## config.mk

```make
export PLATFORM = sky130hd
export DESIGN_NAME = layer_mac_sequencer_flat
export DESIGN_NICKNAME = d
export VERILOG_FILES = /design/src/rtl/layer_mac_sequencer_if.sv /design/src/rtl/layer_mac_sequencer.sv /design/src/flat_wrapper.sv
export SDC_FILE = /design/constraint.sdc
export NUM_CORES = 1
export LEC_CHECK = 0
export BUFFER_PORTS_ARGS = -buffer_cell sky130_fd_sc_hd__buf_2
export CELL_PAD_IN_SITES_DETAIL_PLACEMENT = 0
export CELL_PAD_IN_SITES_GLOBAL_PLACEMENT = 1
export CORE_AREA = 2 2 41 43
export CTS_CLUSTER_DIAMETER = 40
export DETAILED_ROUTE_END_ITERATION = 6
export DIE_AREA = 0 0 43 45
export PLACE_DENSITY_LB_ADDON = 0.1
export SLEW_MARGIN = 0
export SYNTH_ARGS = -nofsm -noshare
export SYNTH_HDL_FRONTEND = slang
export SYNTH_SLANG_ARGS = --single-unit
```

## constraint.sdc

```tcl
create_clock -name clk -period 1.85 [get_ports clk]
set_input_delay 0.2775 -clock clk [delete_from_list [all_inputs] [get_ports clk]]
set_output_delay 0.2775 -clock clk [all_outputs]
set_load 0.02 [all_outputs]
```

## src/rtl/layer_mac_sequencer_if.sv

```systemverilog
// Handshake bundle between the layer controller / MAC side and the sequencer.
// The sequencer takes the slave view; the controller/MAC side takes the master view.
interface layer_mac_sequencer_if #(
    parameter int IN_W  = 2,
    parameter int OUT_W = 1
);
    logic             start;
    logic             ack;
    logic             req;
    logic [IN_W-1:0]  in_idx;
    logic [OUT_W-1:0] out_idx;
    logic             clr_acc;
    logic             ack_mac;
    logic             busy;
    logic             done;

    modport master (
        output start, ack,
        input  req, in_idx, out_idx, clr_acc, ack_mac, busy, done
    );

    modport slave (
        input  start, ack,
        output req, in_idx, out_idx, clr_acc, ack_mac, busy, done
    );
endinterface

```

## src/rtl/layer_mac_sequencer.sv

```systemverilog
// Walks every neuron of a layer, issuing one MAC request per element with stable indices.
// State advances on the falling clock edge to line up with the rest of the network datapath.
module layer_mac_sequencer #(
    parameter int N_IN  = 3,
    parameter int N_OUT = 2,
    parameter int IN_W  = 2,
    parameter int OUT_W = 1
) (
    input  logic                   clk,
    input  logic                   rst,
    layer_mac_sequencer_if.slave   bus
);

    typedef enum logic [2:0] {
        S_IDLE,
        S_CLEAR,
        S_ISSUE,
        S_FLAG,
        S_DONE
    } state_t;

    localparam logic [IN_W-1:0]  LAST_IN  = IN_W'(N_IN - 1);
    localparam logic [OUT_W-1:0] LAST_OUT = OUT_W'(N_OUT - 1);

    state_t           r_state;
    logic             r_req;
    logic [IN_W-1:0]  r_in_idx;
    logic [OUT_W-1:0] r_out_idx;
    logic             r_clr_acc;
    logic             r_ack_mac;
    logic             r_busy;
    logic             r_done;

    state_t           w_state;
    logic             w_req;
    logic [IN_W-1:0]  w_in_idx;
    logic [OUT_W-1:0] w_out_idx;
    logic             w_clr_acc;
    logic             w_ack_mac;
    logic             w_busy;
    logic             w_done;

    always_ff @(negedge clk) begin
        if (rst) begin
            r_state   <= S_IDLE;
            r_req     <= 1'b0;
            r_in_idx  <= '0;
            r_out_idx <= '0;
            r_clr_acc <= 1'b0;
            r_ack_mac <= 1'b0;
            r_busy    <= 1'b0;
            r_done    <= 1'b0;
        end else begin
            r_state   <= w_state;
            r_req     <= w_req;
            r_in_idx  <= w_in_idx;
            r_out_idx <= w_out_idx;
            r_clr_acc <= w_clr_acc;
            r_ack_mac <= w_ack_mac;
            r_busy    <= w_busy;
            r_done    <= w_done;
        end
    end

    // Pulses (clr_acc, ack_mac) default low; everything else holds unless a transition says otherwise.
    always_comb begin
        w_state   = r_state;
        w_req     = r_req;
        w_in_idx  = r_in_idx;
        w_out_idx = r_out_idx;
        w_clr_acc = 1'b0;
        w_ack_mac = 1'b0;
        w_busy    = r_busy;
        w_done    = r_done;

        case (r_state)
            S_IDLE, S_DONE: begin
                if (bus.start) begin
                    w_state   = S_CLEAR;
                    w_clr_acc = 1'b1;
                    w_in_idx  = '0;
                    w_out_idx = '0;
                    w_busy    = 1'b1;
                    w_done    = 1'b0;
                end
            end
            S_CLEAR: begin
                w_state = S_ISSUE;
                w_req   = 1'b1;
            end
            S_ISSUE: begin
                if (bus.ack && r_req) begin
                    if (r_in_idx == LAST_IN) begin
                        w_state   = S_FLAG;
                        w_req     = 1'b0;
                        w_ack_mac = 1'b1;
                    end else begin
                        w_in_idx = r_in_idx + IN_W'(1);
                    end
                end
            end
            S_FLAG: begin
                if (r_out_idx == LAST_OUT) begin
                    w_state = S_DONE;
                    w_busy  = 1'b0;
                    w_done  = 1'b1;
                end else begin
                    w_state   = S_CLEAR;
                    w_out_idx = r_out_idx + OUT_W'(1);
                    w_in_idx  = '0;
                    w_clr_acc = 1'b1;
                end
            end
            default: begin
                w_state = S_IDLE;
            end
        endcase
    end

    assign bus.req     = r_req;
    assign bus.in_idx  = r_in_idx;
    assign bus.out_idx = r_out_idx;
    assign bus.clr_acc = r_clr_acc;
    assign bus.ack_mac = r_ack_mac;
    assign bus.busy    = r_busy;
    assign bus.done    = r_done;

endmodule

```

## src/flat_wrapper.sv

```systemverilog
// flat-port wrapper written by rule: the top's interface ports become plain ports
module layer_mac_sequencer_flat 
#(
    parameter int N_IN  = 3,
    parameter int N_OUT = 2,
    parameter int IN_W  = 2,
    parameter int OUT_W = 1
)
  (clk, rst, bus_start, bus_ack, bus_req, bus_in_idx, bus_out_idx, bus_clr_acc, bus_ack_mac, bus_busy, bus_done);
  layer_mac_sequencer_if #(.IN_W(IN_W), .OUT_W(OUT_W)) bus_i ();
  input  logic clk;
  input  logic rst;
  input wire logic [$bits(bus_i.start)-1:0] bus_start;
  input wire logic [$bits(bus_i.ack)-1:0] bus_ack;
  output wire logic [$bits(bus_i.req)-1:0] bus_req;
  output wire logic [$bits(bus_i.in_idx)-1:0] bus_in_idx;
  output wire logic [$bits(bus_i.out_idx)-1:0] bus_out_idx;
  output wire logic [$bits(bus_i.clr_acc)-1:0] bus_clr_acc;
  output wire logic [$bits(bus_i.ack_mac)-1:0] bus_ack_mac;
  output wire logic [$bits(bus_i.busy)-1:0] bus_busy;
  output wire logic [$bits(bus_i.done)-1:0] bus_done;
  assign bus_i.start = bus_start;
  assign bus_i.ack = bus_ack;
  assign bus_req = bus_i.req;
  assign bus_in_idx = bus_i.in_idx;
  assign bus_out_idx = bus_i.out_idx;
  assign bus_clr_acc = bus_i.clr_acc;
  assign bus_ack_mac = bus_i.ack_mac;
  assign bus_busy = bus_i.busy;
  assign bus_done = bus_i.done;
  layer_mac_sequencer #(.N_IN(N_IN), .N_OUT(N_OUT), .IN_W(IN_W), .OUT_W(OUT_W)) u_core (.clk(clk), .rst(rst), .bus(bus_i));
endmodule
```

==> impl_metrics.py, run 1 <==
metrics = {
    "hold_path": {
        "hold_depth": 1,
        "hold_path_class": "reg2reg",
    },
    "critical_path": {
        "criticalPathCategory": "reg2out",
        "start_kind": "flip-flop",
        "crit_fanout": 2,
        "cp_num_cells": 1,
        "cp.required_ns": 1.57,
        "cpPeakStageDelay_ns": 0.31,
        "slowest_stage": "dfxtp_2",
        "cp_cell_sequence": "buf_6",
        "cp-end-kind": "output pin",
        "arrival_ns": 1.69,
        "crit_buf_inv": 1,
        "cpLargestDelayFamily": "flip-flops",
        "reg2reg_depth": 4,
    },
    "timing": {
        "holdWs_ns": 0.485,
        "rsz0062_at_grt": "yes",
        "fin_worst_skew_ns": 0.0143,
        "setup_ws_ns": -0.114,
        "max_slew_margin_pct": 72.7,
        "tightest_slew_ns": 0.406,
        "timing.setup.tns_ns": -0.837,
        "hold_viol": 0,
        "final-max-slew-violation-count": 0,
        "setup_viol": 8,
    },
    "power_and_ir_drop": {
        "p_leak_nw": 0.345,
        "power_mw": 0.833,
        "power_density_nw_per_um2": 1150,
        "irDropWorstVdd_uv": 462,
    },
    "status": {
        "outcome": "complete, but fails checks",
        "violations": "setup timing",
    },
    "grt": {
        "track_usage_pct": 12.6,
        "overflow": 0,
        "grtUsageMet1_pct": 12.9,
        "met3_usage_pct": 6.40,
        "first_global_vias": 469,
        "grt_max_degree": 12,
        "antenna_found_initial": 0,
        "use_met2_pct": 18.5,
        "grt_busiest_layer": "met2",
        "grt_pass1_wl_microns": 1770,
    },
    "placement": {
        "portBuffers": 11,
        "dpl.hpwl_microns": 683,
        "placedCellCount": 86,
        "postPlaceCellArea_sq_um": 568,
        "pre_cts_ws_ns": -0.183,
        "place_congestion": 0.722,
    },
    "job": {
        "maxCapViolations": 0,
    },
    "drt": {
        "routed_via_density": 4.90,
        "wirelength_microns": 1020,
        "drc": 0,
        "ant_nets": 0,
        "wl_per_cell_microns": 9.78,
        "drtIter0Drc": 3,
        "num_vias": 510,
        "firstDrtPassIters": 2,
    },
    "finish": {
        "finalNonFillerCells": 104,
        "nNetsFinal": 94,
        "fin_util_pct": 49.1,
        "layout-area-overhead-vs-synth_pct": 48.7,
        "antennaDiodeCount": 0,
        "drive_gt1_share_pct": 35.2,
        "final_area_sq_um": 722,
    },
    "clocking": {
        "htree_levels": 1,
        "clock_latency_ns": 0.33,
        "clockBufferDepth": 2,
        "cts_sinks": 11,
        "cts_tree": "built",
        "path_clk_slew_ns": 0.04,
        "root_buffer": "clkbuf_4",
        "cts_buffers": 3,
    },
    "logic_synthesis": {
        "ys_warn_count": 0,
        "ys_seq_area_share_pct": 45.4,
        "synth_commonest_cells": "dfxtp_1, nor2_1, inv_1, nor3_1, o21ai_0",
        "yosys.cell_count.top_type": "dfxtp_1",
        "synth_area_per_cell_sq_um": 8.37,
        "yosys.area.top_type": "dfxtp_1",
        "syn_nets": 63,
        "ys_ff_latch": 11,
        "synthCells": 58,
        "ys_types": 24,
        "async_flop_share_pct": 0,
        "synth_top_area_share_pct": 45.4,
        "synth_area_leaders": "dfxtp_1, nor2_1, nor3_1",
        "synth-main-ff-cell": "dfxtp_1",
        "synth_edf_count": 0,
        "synth.cell_area_sq_um": 485,
    },
    "die": {
        "die_y_microns": 45,
        "fp.dieArea_sq_um": 1940,
        "row_count": 14,
        "fp.coreArea_sq_um": 1470,
        "fp.dieW_microns": 43,
        "initial_utilization_pct": 33.0,
        "ios": 12,
    },
}
==> cell type report <==
| type | count | area [sq um] |
|---|---|---|
| clock buffers | 3 | 22.5 |
| clock inverters | 12 | 45.0 |
| fillers | 157 | 749 |
| inverters | 4 | 15.0 |
| multi-input cells | 40 | 231 |
| flip-flops and latches | 11 | 230 |
| well taps | 16 | 20.0 |
| repair buffers | 18 | 158 |
==> kinds of logic (layout without fill, tap and decap cells) <==
family                     Yosys count  count (layout)  share of synthesized area (%)
buffers and inverters                7              37                           6.96
DFF                                 11              11                           45.4
and+or+nand+nor                     25              25                           26.5
AOI/OAI and AO/OA                   13              13                           16.8
xor gates and xnor gates             1               1                           1.80
adders and majority gates            1               1                           2.58
==> placed cells by master, fill, tap and decap left out, types with 2 or more instances in the layout <==
master	synthesis	routed
nor2_1	10	10
o21ai_0	4	4
buf_2	0	3
nand2_1	2	2
buf_6	1	8
nor3_1	5	5
a211oi_1	2	2
a21oi_1	3	3
inv_1	5	16
buf_4	0	7
clkbuf_4	0	3
dfxtp_1	11	3
dfxtp_2	0	8
==> registers in the layout (all words and copies together), names as in the netlist <==
register,flops
u_core.r_state,3
u_core.bus.in_idx,2
u_core.bus.ack_mac,1
u_core.bus.busy,1
u_core.bus.clr_acc,1
u_core.bus.done,1
u_core.bus.out_idx,1
u_core.bus.req,1
==> timing repair <==
item | CTS | global route
buffers inserted | 2 | 2
resized for setup | 23 | 1
setup endpoints to repair | 8 | 8
hold buffers | 0 | 0
==> layer usage <==
metal | wire [microns] | share of wire [%]
met1 | 452 | 44
met2 | 473 | 47
met3 | 63 | 6.2
met4 | 27 | 2.7
met5 | 0 | 0
==> where the power goes <==
group,switching (mW),internal (mW),total [mW]
Sequential,0.0404,0.280,0.320
Combinational,0.129,0.139,0.268
Clock,0.137,0.109,0.245
Total,0.306,0.528,0.833
==> worst paths after layout <==
kind                                    startpoint                   end  slack, ns
worst max-delay path            u_core.bus.out_idx           bus_out_idx      -0.11
worst min-delay path             u_core.r_state[2]     u_core.r_state[1]       0.49
worst max register to register   u_core.r_state[1]  u_core.bus.in_idx[0]       0.40
worst min register to register   u_core.r_state[2]     u_core.r_state[1]       0.49
No activity file was read; power rests on OpenSTA's default activity.
==> run 2: changes to the inputs <==
--- a/config.mk
+++ b/config.mk
@@ -5,13 +5,14 @@
 export SDC_FILE = /design/constraint.sdc
 export NUM_CORES = 1
 export LEC_CHECK = 0
+export ABC_AREA = 1
 export BUFFER_PORTS_ARGS = -buffer_cell sky130_fd_sc_hd__buf_2
 export CELL_PAD_IN_SITES_DETAIL_PLACEMENT = 0
 export CELL_PAD_IN_SITES_GLOBAL_PLACEMENT = 1
-export CORE_AREA = 2 2 41 43
+export CORE_AREA = 2 2 42 44
 export CTS_CLUSTER_DIAMETER = 40
 export DETAILED_ROUTE_END_ITERATION = 6
-export DIE_AREA = 0 0 43 45
+export DIE_AREA = 0 0 44 46
 export PLACE_DENSITY_LB_ADDON = 0.1
 export SLEW_MARGIN = 0
 export SYNTH_ARGS = -nofsm -noshare
==> run 2 against run 1 <==
The run still ends with setup timing left. Sequential cell count stayed put. Register-to-register slack better by 0.26 ns. First-iteration DRC count is 67% higher. Critical path type unchanged. Largest cell class is now flip-flops and latches.
==> impl_metrics.py, run 2 <==
metrics = {
    "logic_synthesis": {
        "synth_area_per_cell_sq_um": 6.86,
        "syn_nets": 78,
        "ys_types": 15,
        "synth_area_leaders": "dfxtp_1, nand2_1, inv_1",
        "synth.cell_area_sq_um": 500,
        "synth_top_area_share_pct": 44.0,
        "yosys.cell_count.top_type": "nand2_1",
        "synth-main-ff-cell": "dfxtp_1",
        "yosys.area.top_type": "dfxtp_1",
        "synth_commonest_cells": "nand2_1, inv_1, dfxtp_1, nor2_1, a21oi_1",
        "ys_ff_latch": 11,
        "ys_seq_area_share_pct": 44.0,
        "ys_warn_count": 0,
        "synthCells": 73,
        "async_flop_share_pct": 0,
        "synth_edf_count": 0,
    },
    "power_and_ir_drop": {
        "power_density_nw_per_um2": 1220,
        "p_leak_nw": 0.401,
        "power_mw": 0.887,
        "switching_share_pct": 39.0,
        "pwr-share-seq_pct": 36.4,
        "irDropWorstVdd_uv": 513,
        "internal_power_mw": 0.541,
        "clkPwrFrac_pct": 27.3,
        "power_switching_mw": 0.346,
        "pwr-share-comb_pct": 36.3,
    },
    "drt": {
        "num_vias": 512,
        "wirelength_microns": 1030,
        "wl_per_cell_microns": 8.75,
        "routed_via_density": 4.34,
        "drc": 0,
        "ant_nets": 0,
        "firstDrtPassIters": 4,
        "drtIter0Drc": 5,
    },
    "clocking": {
        "cts_tree": "built",
        "cts_sinks": 11,
        "path_clk_slew_ns": 0.03,
        "htree_levels": 1,
        "postCtsHoldBufs": 0,
        "clockBufferDepth": 2,
        "clock_latency_ns": 0.33,
        "cts_buffers": 3,
        "root_buffer": "clkbuf_4",
    },
    "finish": {
        "nNetsFinal": 107,
        "final_area_sq_um": 727,
        "final_cell_mix": "inv_1, nand2_1, nor2_1",
        "largest_register_ffs": 3,
        "top_register": "u_core.r_state",
        "drive_gt1_share_pct": 30.7,
        "layout_commonest_cell": "inv_1",
        "fillers": 174,
        "antennaDiodeCount": 0,
        "layout-area-overhead-vs-synth_pct": 45.2,
    },
    "timing": {
        "max_slew_margin_pct": 82.5,
        "tightest_slew_ns": 0.262,
        "setup_ws_ns": -0.129,
        "hold_viol": 0,
        "setup_viol": 8,
        "fin_worst_skew_ns": 0.00786,
        "rsz0062_at_grt": "yes",
        "final-max-slew-violation-count": 0,
    },
    "critical_path": {
        "cp_num_cells": 1,
        "r2r-start": "u_core.bus.in_idx[1]",
        "crit_fanout": 3,
        "cp_cell_sequence": "buf_6",
        "cpPeakStageDelay_ns": 0.34,
        "regToRegSetupSlack_ns": 0.66,
        "startpoint": "u_core.bus.in_idx[0]",
        "reg2reg_depth": 7,
        "cpLargestDelayFamily": "flip-flops",
        "cp-end-kind": "output pin",
        "worstSetupEndpoint": "bus_in_idx[0]",
        "start_kind": "flip-flop",
        "criticalPathCategory": "reg2out",
        "slowest_stage": "dfxtp_2",
        "r2r-end": "u_core.bus.in_idx[1]",
        "arrival_ns": 1.70,
        "crit_buf_inv": 1,
        "cp.required_ns": 1.57,
    },
    "die": {
        "fp.dieW_microns": 44,
        "row_count": 15,
        "die_y_microns": 46,
        "ios": 12,
        "fp.dieArea_sq_um": 2020,
        "fp.coreArea_sq_um": 1610,
        "initial_utilization_pct": 31.0,
    },
    "grt": {
        "first_global_vias": 474,
        "overflow": 0,
        "antenna_found_initial": 0,
        "grt_max_degree": 10,
        "grt_pass1_wl_microns": 1770,
        "track_usage_pct": 12.4,
    },
    "placement": {
        "portBuffers": 11,
        "pre_cts_ws_ns": -0.0233,
        "postPlaceCellArea_sq_um": 573,
        "place_congestion": 0.724,
        "dpl.hpwl_microns": 738,
    },
    "hold_path": {
        "hold_path_class": "reg2reg",
    },
    "status": {
        "violations": "setup timing",
        "outcome": "complete, but fails checks",
    },
    "job": {
        "maxCapViolations": 0,
    },
}
[run 2: cell types whose count changed after synthesis, sizes merged, moves of 2 or more]
cell and delta:
a211oi -2, nand2 +17, nand3 +3, inv +8, o21ai -3, nor3 -2
a21oi +3
[run 2: cells by family (layout without fill, tap and decap cells)]
kind of cell | Yosys count | in the layout | synth area share [%]
flip-flops | 11 | 11 | 44.0
AND/OR/NAND/NOR | 39 | 39 | 34.0
buffers and inverters | 14 | 42 | 10.5
AO/OA/AOI/OAI | 8 | 8 | 9.00
adder cells (fa/ha/maj) | 1 | 1 | 2.50
[run 2: stage by stage]
stage	TNS [ns]	hold slack (ns)	utilization, %	cells
2_1_floorplan	0	0.466	-	73
3_3_place_gp	-0.0426	0.485	35.5	100
3_5_place_dp	-0.0621	0.486	35.5	100
4_1_cts	-1.00	0.492	44.5	117
5_1_grt	-1.14	0.527	45.0	118
6_report	-0.886	0.489	45.0	118
[run 2: area by class of cell]
class                      instances  area, sq um  area share (%)
sequential                        11          230            31.7
multi-input combinational         48          228            31.3
timing repair buffer              15          135            18.6
clock inverter                    12         45.0            6.20
inverter                          12         45.0            6.20
clock buffer                       3         22.5            3.10
tap                               17         21.3            2.93
[run 2: worst min path at each step]
stage          slack [ns]                    to                 start  depth (start not counted)
2_1_floorplan        0.47     u_core.r_state[2]     u_core.r_state[2]                          2
3_3_place_gp         0.48        u_core.bus.req        u_core.bus.req                          2
3_5_place_dp         0.49       u_core.bus.done       u_core.bus.done                          1
4_1_cts              0.49     u_core.r_state[2]     u_core.r_state[2]                          2
5_1_grt              0.53  u_core.bus.in_idx[0]  u_core.bus.in_idx[0]                          2
6_report             0.49     u_core.r_state[2]     u_core.r_state[2]                          2
[run 2: power groups by stage]
| stage | clock (mW) | sequential (mW) | combinational [mW] |
|---|---|---|---|
| final | 0.242 | 0.322 | 0.322 |
| after global routing | 0.281 | 0.328 | 0.365 |
| after CTS | 0.261 | 0.322 | 0.325 |
| after detailed placement | 0.0399 | 0.320 | 0.263 |
| after global placement | 0.0399 | 0.320 | 0.266 |
| after floorplan | 0.0399 | 0.351 | 0.168 |
[run 2: repair_timing]
action	in CTS	in global routing
pin swaps	0	0
setup endpoints to repair	8	8
setup buffers	3	1
resized for setup	23	1
[run 2: worst min-delay path, stage by stage, from the launching register on]
cell and delay, ns:
dfxtp_1 0.32, nand2_1 0.07, a21oi_1 0.05
[run 2: per-layer routing]
metal / vias up / global-route usage (%) / part of all wire, %
met5: - / 0 / 0
met4: 0 / 9.70 / 0.87
met3: 2 / 7.14 / 5.5
met2: 10 / 17.6 / 47
met1: 219 / 13.4 / 47
li1: 281 / - / -
==> run 3: changes to the inputs <==
--- a/config.mk
+++ b/config.mk
@@ -9,10 +9,10 @@
 export BUFFER_PORTS_ARGS = -buffer_cell sky130_fd_sc_hd__buf_2
 export CELL_PAD_IN_SITES_DETAIL_PLACEMENT = 0
 export CELL_PAD_IN_SITES_GLOBAL_PLACEMENT = 1
-export CORE_AREA = 2 2 42 44
+export CORE_AREA = 2 2 44 46
 export CTS_CLUSTER_DIAMETER = 40
 export DETAILED_ROUTE_END_ITERATION = 6
-export DIE_AREA = 0 0 44 46
+export DIE_AREA = 0 0 46 48
 export PLACE_DENSITY_LB_ADDON = 0.1
 export SLEW_MARGIN = 0
 export SYNTH_ARGS = -nofsm -noshare
==> constraint.sdc (replaced) <==
create_clock -name clk -period 1.8 [get_ports clk]
set_input_delay 0.27 -clock clk [delete_from_list [all_inputs] [get_ports clk]]
set_output_delay 0.27 -clock clk [all_outputs]
set_load 0.02 [all_outputs]
==> run 3 against run 2 <==
The flow still finishes with violations (setup timing). Via count grew 0.20%. Critical path depth is the same. Final cell count grew 1.7%. Worst setup slack lost 0.020 ns. Clock power grew 8.7%. First-iteration DRC count grew 60%. Sequential share of layout area shrank 0.64 points. Largest cell class unchanged. Largest power group is now combinational cells.
==> impl_metrics.py, run 3 (same netlist as run 2, synthesis figures left out) <==
metrics = {
    "finish": {
        "finalNonFillerCells": 120,
        "drive_gt1_share_pct": 32.0,
        "largest_register_ffs": 3,
        "layout_commonest_cell": "inv_1",
        "antennaDiodeCount": 0,
        "layout-area-overhead-vs-synth_pct": 48.3,
        "fillers": 189,
        "fin_util_pct": 43.9,
        "top_register": "u_core.r_state",
        "final_cell_mix": "inv_1, nand2_1, nor2_1",
        "nNetsFinal": 109,
    },
    "critical_path": {
        "criticalPathCategory": "reg2out",
        "cp-end-kind": "output pin",
        "crit_fanout": 2,
        "cpPeakStageDelay_ns": 0.31,
        "r2r-start": "u_core.bus.in_idx[0]",
        "cp.required_ns": 1.53,
        "cpLargestDelayFamily": "flip-flops",
        "r2r-end": "u_core.bus.in_idx[0]",
        "crit_buf_inv": 1,
        "reg2reg_depth": 8,
        "start_kind": "flip-flop",
        "cp_cell_sequence": "buf_6",
        "slowest_stage": "dfxtp_2",
        "arrival_ns": 1.68,
        "regToRegSetupSlack_ns": 0.57,
    },
    "drt": {
        "wirelength_microns": 1120,
        "drtIter0Drc": 8,
        "ant_nets": 0,
        "routed_via_density": 4.28,
        "firstDrtPassIters": 2,
        "num_vias": 513,
        "drc": 0,
        "wl_per_cell_microns": 9.30,
    },
    "grt": {
        "grt_pass1_wl_microns": 1790,
        "antenna_found_initial": 0,
        "first_global_vias": 485,
        "grt_max_degree": 10,
        "track_usage_pct": 11.9,
        "overflow": 0,
    },
    "die": {
        "ios": 12,
        "die_y_microns": 48,
        "initial_utilization_pct": 29.6,
        "fp.dieArea_sq_um": 2210,
        "row_count": 15,
        "fp.coreArea_sq_um": 1690,
        "fp.dieW_microns": 46,
    },
    "clocking": {
        "postCtsHoldBufs": 0,
        "cts_buffers": 3,
        "cts_tree": "built",
        "clock_latency_ns": 0.34,
        "cts_sinks": 11,
        "path_clk_slew_ns": 0.04,
        "root_buffer": "clkbuf_4",
        "htree_levels": 1,
        "clockBufferDepth": 2,
    },
    "power_and_ir_drop": {
        "irDropWorstVdd_uv": 429,
        "power_density_nw_per_um2": 1280,
        "power_mw": 0.948,
        "p_leak_nw": 0.410,
    },
    "timing": {
        "hold_viol": 0,
        "tightest_slew_ns": 0.245,
        "rsz0062_at_grt": "yes",
        "fin_worst_skew_ns": 0.0139,
        "timing.setup.tns_ns": -1.08,
        "setup_ws_ns": -0.149,
        "max_slew_margin_pct": 83.6,
        "setup_viol": 8,
        "final-max-slew-violation-count": 0,
    },
    "hold_path": {
        "hold_depth": 2,
        "hold_path_class": "reg2reg",
        "hold_end": "u_core.r_state[2]",
        "min_from": "u_core.r_state[2]",
    },
    "status": {
        "violations": "setup timing",
        "outcome": "complete, but fails checks",
    },
    "placement": {
        "portBuffers": 11,
        "placedCellCount": 103,
        "place_congestion": 0.756,
        "pre_cts_ws_ns": -0.0470,
        "dpl.hpwl_microns": 796,
    },
    "job": {
        "maxCapViolations": 0,
    },
}
## run 3: cell types whose count changed in the layout (fill, tap and decap cells not counted)
cell	previous run	this run
buf_4	4	6
## run 3: power breakdown
group	switching, mW	total [mW]	internal (mW)	leakage [nW]
sequential	0.0354	0.329	0.294	0.0934
combinational	0.188	0.356	0.168	0.238
clock	0.151	0.263	0.112	0.0777
total	0.375	0.948	0.574	0.410
## run 3: area by class of cell
type | count | area, sq um | share of cell area [%]
inverter | 12 | 45.0 | 6.07
sequential | 11 | 230 | 31.0
tap | 17 | 21.3 | 2.87
timing repair buffer | 17 | 150 | 20.2
clock inverter | 12 | 45.0 | 6.07
clock buffer | 3 | 22.5 | 3.04
multi-input combinational | 48 | 228 | 30.7
## run 3: layer usage
| metal | global-route usage, % | wire length, microns |
|---|---|---|
| met5 | 0 | 0 |
| met4 | 12.0 | 26 |
| met3 | 7.17 | 51 |
| met2 | 16.7 | 480 |
| met1 | 11.9 | 557 |
## run 3: what timing repair did
item,4_1_cts,5_1_grt
pin swaps,0,0
gates cloned,0,0
endpoints found under the setup margin,8,8
buffers inserted,3,0
gates resized for setup,24,0
## run 3: worst min-delay path, delay by kind of cell, from the launching register on
kind	cells	cell delay [ns]
and+or+nand+nor	1	0.07
DFF	1	0.32
AOI/OAI and AO/OA	1	0.05
## run 3: how the worst max path moves through the flow
stage	cells after the start	slack (ns)	start	endpoint
CTS	1	-0.17	u_core.bus.busy	bus_busy
global placement	7	-0.04	bus_start	u_core.bus.in_idx[0]
floorplan	3	0.06	rst	u_core.bus.done
global route	1	-0.19	u_core.bus.busy	bus_busy
finish	1	-0.15	u_core.bus.busy	bus_busy
detailed placement	7	-0.05	bus_start	u_core.bus.in_idx[0]
## run 3: per-stage QoR
step	hold WS [ns]	instance area, sq um
2_1_floorplan	0.466	500
3_3_place_gp	0.485	596
3_5_place_dp	0.481	596
4_1_cts	0.493	742
5_1_grt	0.524	742
6_report	0.494	742
